`config.mk`:
```
export PLATFORM = sky130hd
export DESIGN_NAME = audio_mixer
export DESIGN_NICKNAME = d
export VERILOG_FILES = /design/src/rtl/audio_mixer.sv
export SDC_FILE = /design/constraint.sdc
export NUM_CORES = 1
export LEC_CHECK = 0
export ABC_AREA = 1
export BUFFER_PORTS_ARGS = -buffer_cell sky130_fd_sc_hd__buf_2
export CORE_MARGIN = 10
export CORE_UTILIZATION = 46
export CTS_BUF_LIST = sky130_fd_sc_hd__clkbuf_16
export CTS_CLUSTER_SIZE = 24
export DETAILED_ROUTE_END_ITERATION = 16
export SYNTH_ARGS = -nofsm -noshare
export SYNTH_HDL_FRONTEND = slang
export SYNTH_SLANG_ARGS = --single-unit
```
`constraint.sdc`:
```
create_clock -name clk -period 7.7 [get_ports clk]
set_clock_uncertainty 0.2 [all_clocks]
set_input_delay 0.385 -clock clk [delete_from_list [all_inputs] [get_ports clk]]
set_output_delay 0.385 -clock clk [all_outputs]
set_load 0.05 [all_outputs]
```
`src/rtl/audio_mixer.sv`:
```
// N-source stereo mixer: per-source gain, master gain, saturation and
// left-justification to 24 bits, time-multiplexed over one multiplier pair.
//   state | meaning
//   IDLE  | waiting for next_sample; inputs snapshotted on the strobe
//   ACCUM | one source per cycle: acc += sample * gain
//   SCALE | acc * master_gain >>> 8, saturate, load outputs
module audio_mixer #(
  parameter int N_SRC = 4,
  parameter int WIDTH = 16
) (
  input  logic                   clk,
  input  logic                   rst,
  input  logic                   next_sample,
  input  logic [N_SRC*WIDTH-1:0] src_left,
  input  logic [N_SRC*WIDTH-1:0] src_right,
  input  logic [N_SRC*5-1:0]     src_gain,
  input  logic [4:0]             master_gain,
  input  logic                   flags_clear,
  output logic [23:0]            left_data,
  output logic [23:0]            right_data,
  output logic                   out_valid,
  output logic                   busy,
  output logic                   clip,
  output logic                   overrun
);

  localparam int IDX_W = (N_SRC > 1) ? $clog2(N_SRC) : 1;
  localparam int ACC_W = WIDTH + 6 + $clog2(N_SRC);
  localparam int SCL_W = ACC_W + 6;
  localparam logic signed [SCL_W-1:0] SAT_MAX =
    {{(SCL_W-WIDTH+1){1'b0}}, {(WIDTH-1){1'b1}}};
  localparam logic signed [SCL_W-1:0] SAT_MIN =
    {{(SCL_W-WIDTH+1){1'b1}}, {(WIDTH-1){1'b0}}};

  typedef enum logic [1:0] {IDLE, ACCUM, SCALE} state_t;

  state_t state_q, state_d;

  logic signed [WIDTH-1:0] snap_l [N_SRC];
  logic signed [WIDTH-1:0] snap_r [N_SRC];
  logic        [4:0]       snap_g [N_SRC];
  logic        [4:0]       snap_m;
  logic        [IDX_W-1:0] idx;
  logic signed [ACC_W-1:0] acc_l, acc_r;

  logic signed [SCL_W-1:0] op_l, op_r, op_g, prod_l, prod_r, m_l, m_r;
  logic signed [WIDTH-1:0] sat_l, sat_r;
  logic                    clip_l, clip_r;
  logic        [23:0]      just_l, just_r;
  logic                    last_src;

  function automatic logic [4:0] clamp_gain(input logic [4:0] g);
    return (g > 5'd16) ? 5'd16 : g;
  endfunction

  assign busy     = (state_q != IDLE);
  assign last_src = (idx == IDX_W'(N_SRC - 1));

  always_ff @(posedge clk) begin
    if (rst) state_q <= IDLE;
    else     state_q <= state_d;
  end

  always_comb begin
    state_d = state_q;
    case (state_q)
      IDLE:    if (next_sample) state_d = ACCUM;
      ACCUM:   if (last_src) state_d = SCALE;
      SCALE:   state_d = IDLE;
      default: state_d = IDLE;
    endcase
  end

  // The same multiplier pair serves the per-source and master-gain products.
  always_comb begin
    op_l = SCL_W'(snap_l[idx]);
    op_r = SCL_W'(snap_r[idx]);
    op_g = SCL_W'(snap_g[idx]);
    if (state_q == SCALE) begin
      op_l = SCL_W'(acc_l);
      op_r = SCL_W'(acc_r);
      op_g = SCL_W'(snap_m);
    end
    prod_l = op_l * op_g;
    prod_r = op_r * op_g;
    m_l    = prod_l >>> 8;
    m_r    = prod_r >>> 8;
  end

  always_comb begin
    sat_l  = m_l[WIDTH-1:0];
    clip_l = 1'b0;
    if (m_l > SAT_MAX) begin
      sat_l  = SAT_MAX[WIDTH-1:0];
      clip_l = 1'b1;
    end else if (m_l < SAT_MIN) begin
      sat_l  = SAT_MIN[WIDTH-1:0];
      clip_l = 1'b1;
    end
    sat_r  = m_r[WIDTH-1:0];
    clip_r = 1'b0;
    if (m_r > SAT_MAX) begin
      sat_r  = SAT_MAX[WIDTH-1:0];
      clip_r = 1'b1;
    end else if (m_r < SAT_MIN) begin
      sat_r  = SAT_MIN[WIDTH-1:0];
      clip_r = 1'b1;
    end
  end

  // Sign-extension bits are shifted out, leaving {sat, zeros}.
  assign just_l = 24'($unsigned(sat_l)) << (24 - WIDTH);
  assign just_r = 24'($unsigned(sat_r)) << (24 - WIDTH);

  always_ff @(posedge clk) begin
    if (rst) begin
      for (int i = 0; i < N_SRC; i++) begin
        snap_l[i] <= '0;
        snap_r[i] <= '0;
        snap_g[i] <= '0;
      end
      snap_m     <= '0;
      idx        <= '0;
      acc_l      <= '0;
      acc_r      <= '0;
      left_data  <= '0;
      right_data <= '0;
      out_valid  <= 1'b0;
      clip       <= 1'b0;
      overrun    <= 1'b0;
    end else begin
      out_valid <= 1'b0;
      clip      <= (clip & ~flags_clear) | ((state_q == SCALE) & (clip_l | clip_r));
      overrun   <= (overrun & ~flags_clear) | (next_sample & busy);
      case (state_q)
        IDLE: begin
          if (next_sample) begin
            for (int i = 0; i < N_SRC; i++) begin
              snap_l[i] <= src_left[i*WIDTH +: WIDTH];
              snap_r[i] <= src_right[i*WIDTH +: WIDTH];
              snap_g[i] <= clamp_gain(src_gain[i*5 +: 5]);
            end
            snap_m <= clamp_gain(master_gain);
            idx    <= '0;
            acc_l  <= '0;
            acc_r  <= '0;
          end
        end
        ACCUM: begin
          acc_l <= acc_l + ACC_W'(prod_l);
          acc_r <= acc_r + ACC_W'(prod_r);
          idx   <= idx + IDX_W'(1);
        end
        SCALE: begin
          left_data  <= just_l;
          right_data <= just_r;
          out_valid  <= 1'b1;
        end
        default: ;
      endcase
    end
  end

endmodule

```
Yosys cells after proc, flatten, opt, wreduce, memory -nomap -nowiden
Memories as Yosys holds them, arrays and structs flattened. A register that Yosys moved wholly into a read port is not among the register bits.
Index checks and enable logic that the tools add are counted.
{ "totals": {"latch_bits": 0, "mem_bits_ro": 0, "mem_count": 3, "wordCells": 107, "regBits": 92, "in_bits": 157, "output_inout_bits": 52, "ram_bits": 148} }
{ "mem_list": {"columns": ["name", "words", "width", "read_ports", "rd_ports_with_merged_regs", "wr", "line_no", "text"], "rows": [
  ["snap_l", 4, 16, 1, 1, 4, "39", "logic signed [WIDTH-1:0] snap_l [N_SRC];"],
  ["snap_r", 4, 16, 1, 1, 4, "40", "logic signed [WIDTH-1:0] snap_r [N_SRC];"],
  ["snap_g", 4, 5, 1, 1, 4, "41", "logic [4:0] snap_g [N_SRC];"]
]} }
{ "classes": {"mux": 49, "div": 0, "bitwise_logic": 20, "shifts": 0, "n_reduce_logical": 6, "mul": 2, "eq_ne": 5, "magnitude_cmp": 9, "n_addsub": 3} }
{ "op_table": {"columns": ["cell", "n"], "rows": [
  ["two-way mux 16 bit", 12],
  ["case mux 24 bit (2 select lines)", 2],
  ["multiplier 30 x 6 -> 30 bit", 2],
  ["two-way mux 30 bit", 2],
  ["two-way mux 5 bit", 10],
  ["adder 24 bit", 2],
  ["> comparator 22 x 16 -> 1 bit (second input constant)", 2],
  ["less-than comparator 22 x 16 -> 1 bit (second input constant)", 2],
  ["> comparator 5 bit (second input constant)", 5],
  ["two-way mux 24 bit", 1],
  ["two-way mux 2 bit", 9],
  ["bitwise OR 1 bit", 15],
  ["two-way mux 1 bit", 11],
  ["case mux 2 bit (2 select lines)", 2],
  ["AND reduction 2 bit", 3],
  ["bitwise AND 1 bit", 4],
  ["== test 2 bit (second input constant)", 2],
  ["inequality test 2 bit (second input constant)", 2],
  ["nonzero test 2 bit", 2],
  ["adder 2 x 1 -> 2 bit (second input constant)", 1],
  ["== test 2 x 1 -> 1 bit (second input constant)", 1],
  ["zero test 2 bit", 1],
  ["NOT 1 bit", 1]
]} }

Longest topological paths before layout
Gate-level depths: netlist (run 1).
{ "depth": {"depth_word": 9, "depth_mapped": 38, "mapped_depth_nobuf": 34} }

Worst setup path before layout (run 1)
Ideal clock, no wire load.
{ "synth_path": {"path_type": "register to register", "from": "register state_q[1]", "to": "register acc_r[23]", "setup_ps": 132, "stages_incl_launch_ff": 31, "period_less_slack_ps": 6174, "t_arrival_ps": 5842, "setup_slack_ps": 1526, "required_ps": 7368, "n_path_buf": 2, "path_cell_list": "dfxtp_1 -> inv_1 -> nor2_2 -> inv_1 -> clkbuf_1 -> o21ai_1 -> clkinv_1 -> buf_2 -> nor2_1 -> fa_1 -> fa_1 -> inv_1 -> fa_1 -> inv_1 -> ha_1 -> nand2_1 -> inv_1 -> nand2_1 -> o21ai_1 -> and2_1 -> nor2_1 -> o21ai_0 -> xor2_1 -> ha_1 -> a21o_1 -> o21bai_1 -> a211oi_1 -> o211ai_1 -> or2_2 -> nand3_1 -> a21oi_1"} }
{ "synth_between": {"elab_chain_len": 5, "word_cells_on_any_way": 11, "cone_classes": "1 x add/sub; 1 x mul; 3 x eq/ne; 3 x mux; 3 x reduce/logical"} }
{ "synth_lines": {"columns": ["item", "line_no", "text"], "rows": [
  ["from (decl)", "37", "state_t state_q, state_d;"],
  ["from (signal assigned)", "61", "else state_q <= state_d;"],
  ["== test 2 bit", "79", "if (state_q == SCALE) begin"],
  ["two-way mux 30 bit or two-way mux 5 bit (tied branches)", "79", null],
  ["multiplier 30 x 6 -> 30 bit", "85", "prod_r = op_r * op_g;"],
  ["adder 24 bit", "151", "acc_r <= acc_r + ACC_W'(prod_r);"],
  ["case mux 24 bit (2 select lines)", "135", "case (state_q)"],
  ["to (signal assigned)", "151", null],
  ["to (decl)", "44", "logic signed [ACC_W-1:0] acc_l, acc_r;"]
]} }
Parallel ways exist; a longest one is shown, timed or not.
A chain may end at the register's enable or synchronous reset.

==> results.cfg, run 1 <==
[power_and_ir_drop]
total_power_mw = 9.389
p_per_area_nw_per_um2 = 350.0
ir_worst_vdd_uv = 173.4
p_leak_nw = 13.91

[timing]
finalSetupTns_ps = 0
period_share = 0.9353
slew_headroom = 0.2316
hold_viol_final = 0
fmax_mhz = 138.8
rsz0062_at_grt = false
post-route-min-period_ps = 7202
slew_viol_final = 0
worstMarginPinSlew_ps = 1146
finalSetupViolCount = 0

[cts]
path_clk_slew_ps = 70
clkLatencyLatePin_ps = 570
clk_root_buffer_cell = clkbuf_16
cts_made_buffers = 29
cts_buffer_depth = 3
tritoncts = done
h-tree-depth = 1
numClockSinks = 242

[drt]
vias = 20990
drt-pass1-iter-count = 7
drt-wirelength-per-cell_um = 17.10
drtIter0Drc = 1766
wirelength_um = 70470
vias_per_cell = 5.096
ant_nets = 0
drcViolationCount = 0

[run_status]
run_status = complete, no violations

[critical_path]
cp.arrival_ps = 7450
r2r-end = acc_r[23]
crit_path_top_delay_cell = inv_1
startpoint_type = register
crit_path_max_fanout = 22
rrSetupSlack_ps = 500
r2r.worst_path.cells = 29
cp_top_family = adder cells
required_ps = 7940
cp.buffers_inverters = 5
cp_slowest_stage_delay_ps = 610
crit_type = register to register
cp-end-kind = register

[global_route]
antenna_found_initial = 2
grt_pass1_wl_um = 113400
grt_overflow = 0
grt_pass1_vias = 21130
grt_usage = 0.2349
grt_max_degree = 112

[synth]
syn_inst = 3118
synth_edf_count = 148
synth_top_area_frac = 0.1961
synthTopCellsByArea = edfxtp_1, fa_1, inv_1
avgSynthCellArea_um2 = 7.270
ys_ff_latch = 242
ys_warn_count = 0
synth-async-reset-ratio = 0
mappedNetlistArea_um2 = 22670
seq_area_frac_synth = 0.2791
yosysTopAreaCell = edfxtp_1
synthFlopType = edfxtp_1
ys_types = 54

[die]
die-area_um2 = 58560
design.core.area_um2 = 48850
die_w_um = 242.0
num_rows = 81
ioPinCount = 209
initial_core_util = 0.4640
die_y_um = 242.0

[placed_design]
numPortBuffers = 192
hpwl_um = 53140
place_congestion = 0.9764

[min_path]
hold_end = snap_l[1][15]
min_path_type = input port to register
hold_path_startpoint = src_left[31]
min_delay_path_depth = 3

[final_layout]
areaGrowthSynthToFinish_pct = 18.34
fill_cells = 4682
drive_above_1_share = 0.1059
layout_common_cells = inv_1, nand2_1, nor2_1
nets = 3900
mostFrequentLayoutCell = inv_1

[flow_run]
max_cap_viol_count = 0
[metrics by stage]
step | hold slack, ps | setup slack, ps | cell area (um2) | instances | util
floorplan | 241.4 | 1526 | 22720 | 3133 | -
global placement | 258.2 | 544.9 | 24270 | 3908 | 0.4968
detailed placement | 258.6 | 483.2 | 24270 | 3908 | 0.4968
CTS | 0.6493 | 448.0 | 26770 | 4115 | 0.5481
global route | 25.19 | 29.33 | 26820 | 4120 | 0.5491
finish | 38.75 | 497.8 | 26820 | 4120 | 0.5491
[flip-flops by register name, indices dropped and copies added, names as in the netlist, named ones only]
register and cells:
idx 2, overrun 1, snap_r 64, acc_r 24, acc_l 24, clip 1
left_data 16, snap_m 5, right_data 16, out_valid 1, snap_l 64, state_q 2
snap_g 20
[tightest hold or removal path, stage by stage]
cell and delay (ps):
buf_2 100, inv_1 80, nor2_1 70
[layer usage]
metal	wire, um	track usage	up-vias
met1	32380	0.3227	9820
met3	4294	0.03086	116
li1	-	-	10360
met2	31540	0.3780	703
met5	0	0	-
met4	2257	0.07342	0
[timing repair]
item	CTS	global route
hold buffers	155	0
endpoints found under the hold margin	154	0
setup endpoints to repair	0	4
gates resized for setup	0	3
buffers inserted	0	4
[kinds of logic (layout without fill, tap and decap cells)]
logic type | count (synthesis) | count (layout) | synth area share
AO/OA/AOI/OAI | 507 | 507 | 0.1249
XOR/XNOR | 46 | 46 | 0.01777
adder cells (fa/ha/maj) | 309 | 309 | 0.2196
buffers and inverters | 768 | 1090 | 0.1322
flip-flops | 242 | 242 | 0.2791
other | 1 | 17 | 0.0001654
AND/OR/NAND/NOR | 1245 | 1245 | 0.2264
[area by class of cell]
type,instances,area [um2],share of cell area
clock buffers,29,725.7,0.02705
multi-input cells,2123,13420,0.5002
diodes,1,2.502,0.00009329
repair buffers,381,2821,0.1052
inverters,657,2472,0.09217
well taps,664,830.8,0.03097
flip-flops and latches,242,6327,0.2359
clock inverters,23,227.7,0.008489
[synth_stat cells, drive strengths merged (4+ instances only)]
master  count
nor3       14
a31oi       5
o21a        4
inv       652
clkbuf     65
o221ai     20
nand3b      6
buf        46
dfxtp      94
o32ai       4
a211oi      5
a21o       10
a21oi     210
o21bai      9
nand2     573
xor2       26
fa        148
edfxtp    148
o21ai     209
nand3      69
xnor2      20
nor4        7
or2        15
nand4      27
o22ai      18
clkinv      5
ha        161
nor2      532
[power by group]
part / internal [mW] / switching [mW]
registers: 1.56 / 0.153
clock network: 0.821 / 0.572
logic: 2.13 / 4.15
total: 4.52 / 4.87
[how the worst max path moves through the flow]
stage | start | end | slack (ps) | cells past startpoint
after floorplan | state_q[1] | acc_r[23] | 1530 | 30
after global placement | register | acc_l[23] | 540 | 33
after detailed placement | register | acc_l[23] | 480 | 33
after CTS | register | acc_l[23] | 450 | 33
after global routing | register | acc_l[23] | 30 | 34
final | register | acc_r[23] | 500 | 29
No activity file was read; power rests on OpenSTA's default activity.
==> run 2: changes to the inputs <==
--- a/config.mk
+++ b/config.mk
@@ -6,12 +6,15 @@
 export NUM_CORES = 1
 export LEC_CHECK = 0
 export ABC_AREA = 1
-export BUFFER_PORTS_ARGS = -buffer_cell sky130_fd_sc_hd__buf_2
+export BUFFER_PORTS_ARGS = -buffer_cell sky130_fd_sc_hd__clkbuf_2
+export CELL_PAD_IN_SITES_DETAIL_PLACEMENT = 0
+export CELL_PAD_IN_SITES_GLOBAL_PLACEMENT = 1
 export CORE_MARGIN = 10
-export CORE_UTILIZATION = 46
+export CORE_UTILIZATION = 45
 export CTS_BUF_LIST = sky130_fd_sc_hd__clkbuf_16
 export CTS_CLUSTER_SIZE = 24
 export DETAILED_ROUTE_END_ITERATION = 16
+export PLACE_DENSITY_LB_ADDON = 0.1
 export SYNTH_ARGS = -nofsm -noshare
 export SYNTH_HDL_FRONTEND = slang
 export SYNTH_SLANG_ARGS = --single-unit
==> results.cfg, run 2 (synthesis gave the netlist of run 1 again) <==
[run_status]
run_status = complete, no violations

[power_and_ir_drop]
ir_worst_vdd_uv = 182.6
seq_power_share = 0.183
swShare = 0.5239
p_int_mw = 4.481
p_switching_mw = 4.932
p_per_area_nw_per_um2 = 350.8
total_power_mw = 9.413
clockPowerShare = 0.143
combPwrFrac = 0.674
p_leak_nw = 13.90

[global_route]
grt_max_degree = 105
grt_usage = 0.2342
antenna_found_initial = 0
grt_pass1_wl_um = 113200
grt_pass1_vias = 20720
grt_overflow = 0

[die]
die-area_um2 = 59750
num_rows = 82
design.core.area_um2 = 49970
ioPinCount = 209
initial_core_util = 0.4537
die_w_um = 244.4
die_y_um = 244.4

[cts]
numClockSinks = 242
cts_buffer_depth = 3
clk_root_buffer_cell = clkbuf_16
h-tree-depth = 1
tritoncts = done
path_clk_slew_ps = 60
cts_made_buffers = 28
cts_setup_buffers = 0
clkLatencyLatePin_ps = 560

[timing]
slew_viol_final = 0
whs_ps = 63.37
finalSetupTns_ps = 0
finalSetupViolCount = 0
fmax_mhz = 139.5
hold_viol_final = 0
worstMarginPinSlew_ps = 1122
post-route-min-period_ps = 7167
rsz0062_at_grt = false
slew_headroom = 0.2474
period_share = 0.9308

[flow_run]
max_cap_viol_count = 0

[critical_path]
crit_path_top_delay_cell = fa_1
r2r.worst_path.cells = 32
crit_type = register to register
required_ps = 7980
path_depth = 32
cp_top_family = adder cells
cp.arrival_ps = 7450
cp.buffers_inverters = 8
cp-end-kind = register
startpoint_type = register
worst_path_most_repeated_cell = inv_1
crit_path_max_fanout = 36
cp_slowest_stage_delay_ps = 550

[drt]
wirelength_um = 71070
ant_nets = 0
drt-pass1-iter-count = 6
drtIter0Drc = 1700
dr_wl_met2_um = 31720
drcViolationCount = 0
vias_per_cell = 5.060
highest_layer = met4
vias = 20900
wl_met3_um = 4606
wl_met1_um = 32920
drt-wirelength-per-cell_um = 17.21

[final_layout]
layout_common_cells = inv_1, nand2_1, nor2_1
antennaDiodeCount = 0
fin_util = 0.5370
fill_cells = 4874
top_regs = snap_l: 64 flops, snap_r: 64 flops
fin_area_um2 = 26830
nets = 3904
areaGrowthSynthToFinish_pct = 18.36
mostFrequentLayoutCell = inv_1
drive_above_1_share = 0.1064

[placed_design]
place_congestion = 0.9333
numPortBuffers = 192
hpwl_um = 54670
placed_area_um2 = 24340

[min_path]
min_delay_path_depth = 4
min_path_type = input port to register
[run 2: cell count changes in the layout (fill, tap and decap cells not counted), moves of 2 or more]
cell        previous run  this run
buf_2                192         0
clkbuf_2               0       192
buf_4                 29        34
clkinv_1               8        10
clkinv_2               3         1
clkinvlp_2             0         2
inv_6                  3         1
[run 2: path summary, 6_finish.rpt]
| path | start | slack [ps] | endpoint |
|---|---|---|---|
| hold / removal | flags_clear | 60 | overrun |
| setup / recovery | register | 530 | acc_r[23] |
| setup reg to reg | register | 530 | acc_r[23] |
| hold reg to reg | right_data[23] | 270 | right_data[23] |
[run 2: power by group through the flow]
| stage | Sequential (mW) | Clock (mW) | Combinational, mW |
|---|---|---|---|
| CTS | 1.72 | 1.37 | 6.32 |
| detailed placement | 1.75 | 0 | 6.22 |
| global placement | 1.75 | 0 | 6.20 |
| finish | 1.72 | 1.35 | 6.35 |
| floorplan | 1.67 | 0 | 4.66 |
| global route | 1.73 | 1.43 | 7.16 |
[run 2: metal layers]
layer | global-route usage | up-vias
met5 | 0 | -
li1 | - | 10370
met2 | 0.3719 | 641
met3 | 0.03706 | 96
met4 | 0.06320 | 0
met1 | 0.3258 | 9800
[run 2: worst min-delay path, stage by stage]
cell	delay (ps)
clkbuf_2	80
inv_1	150
nand2_1	110
a21oi_1	60
[run 2: final cells by class]
cell class | instances | area (um2) | share of cell area
repair buffers | 386 | 2849 | 0.1062
flip-flops and latches | 242 | 6327 | 0.2358
well taps | 672 | 840.8 | 0.03134
clock inverters | 22 | 191.4 | 0.007135
inverters | 657 | 2472 | 0.09215
multi-input cells | 2123 | 13420 | 0.5003
clock buffers | 29 | 725.7 | 0.02705
[run 2: what timing repair did]
action | in CTS | in global routing
hold endpoints to repair | 154 | 0
setup endpoints to repair | 0 | 2
hold buffers | 156 | 0
resized for setup | 0 | 3
[run 2: metrics by stage]
stage / std cells / setup WS (ps)
floorplan: 3133 / 1526
global placement: 3924 / 637.7
detailed placement: 3924 / 566.1
CTS: 4131 / 540.9
global route: 4131 / 26.24
finish: 4131 / 532.5
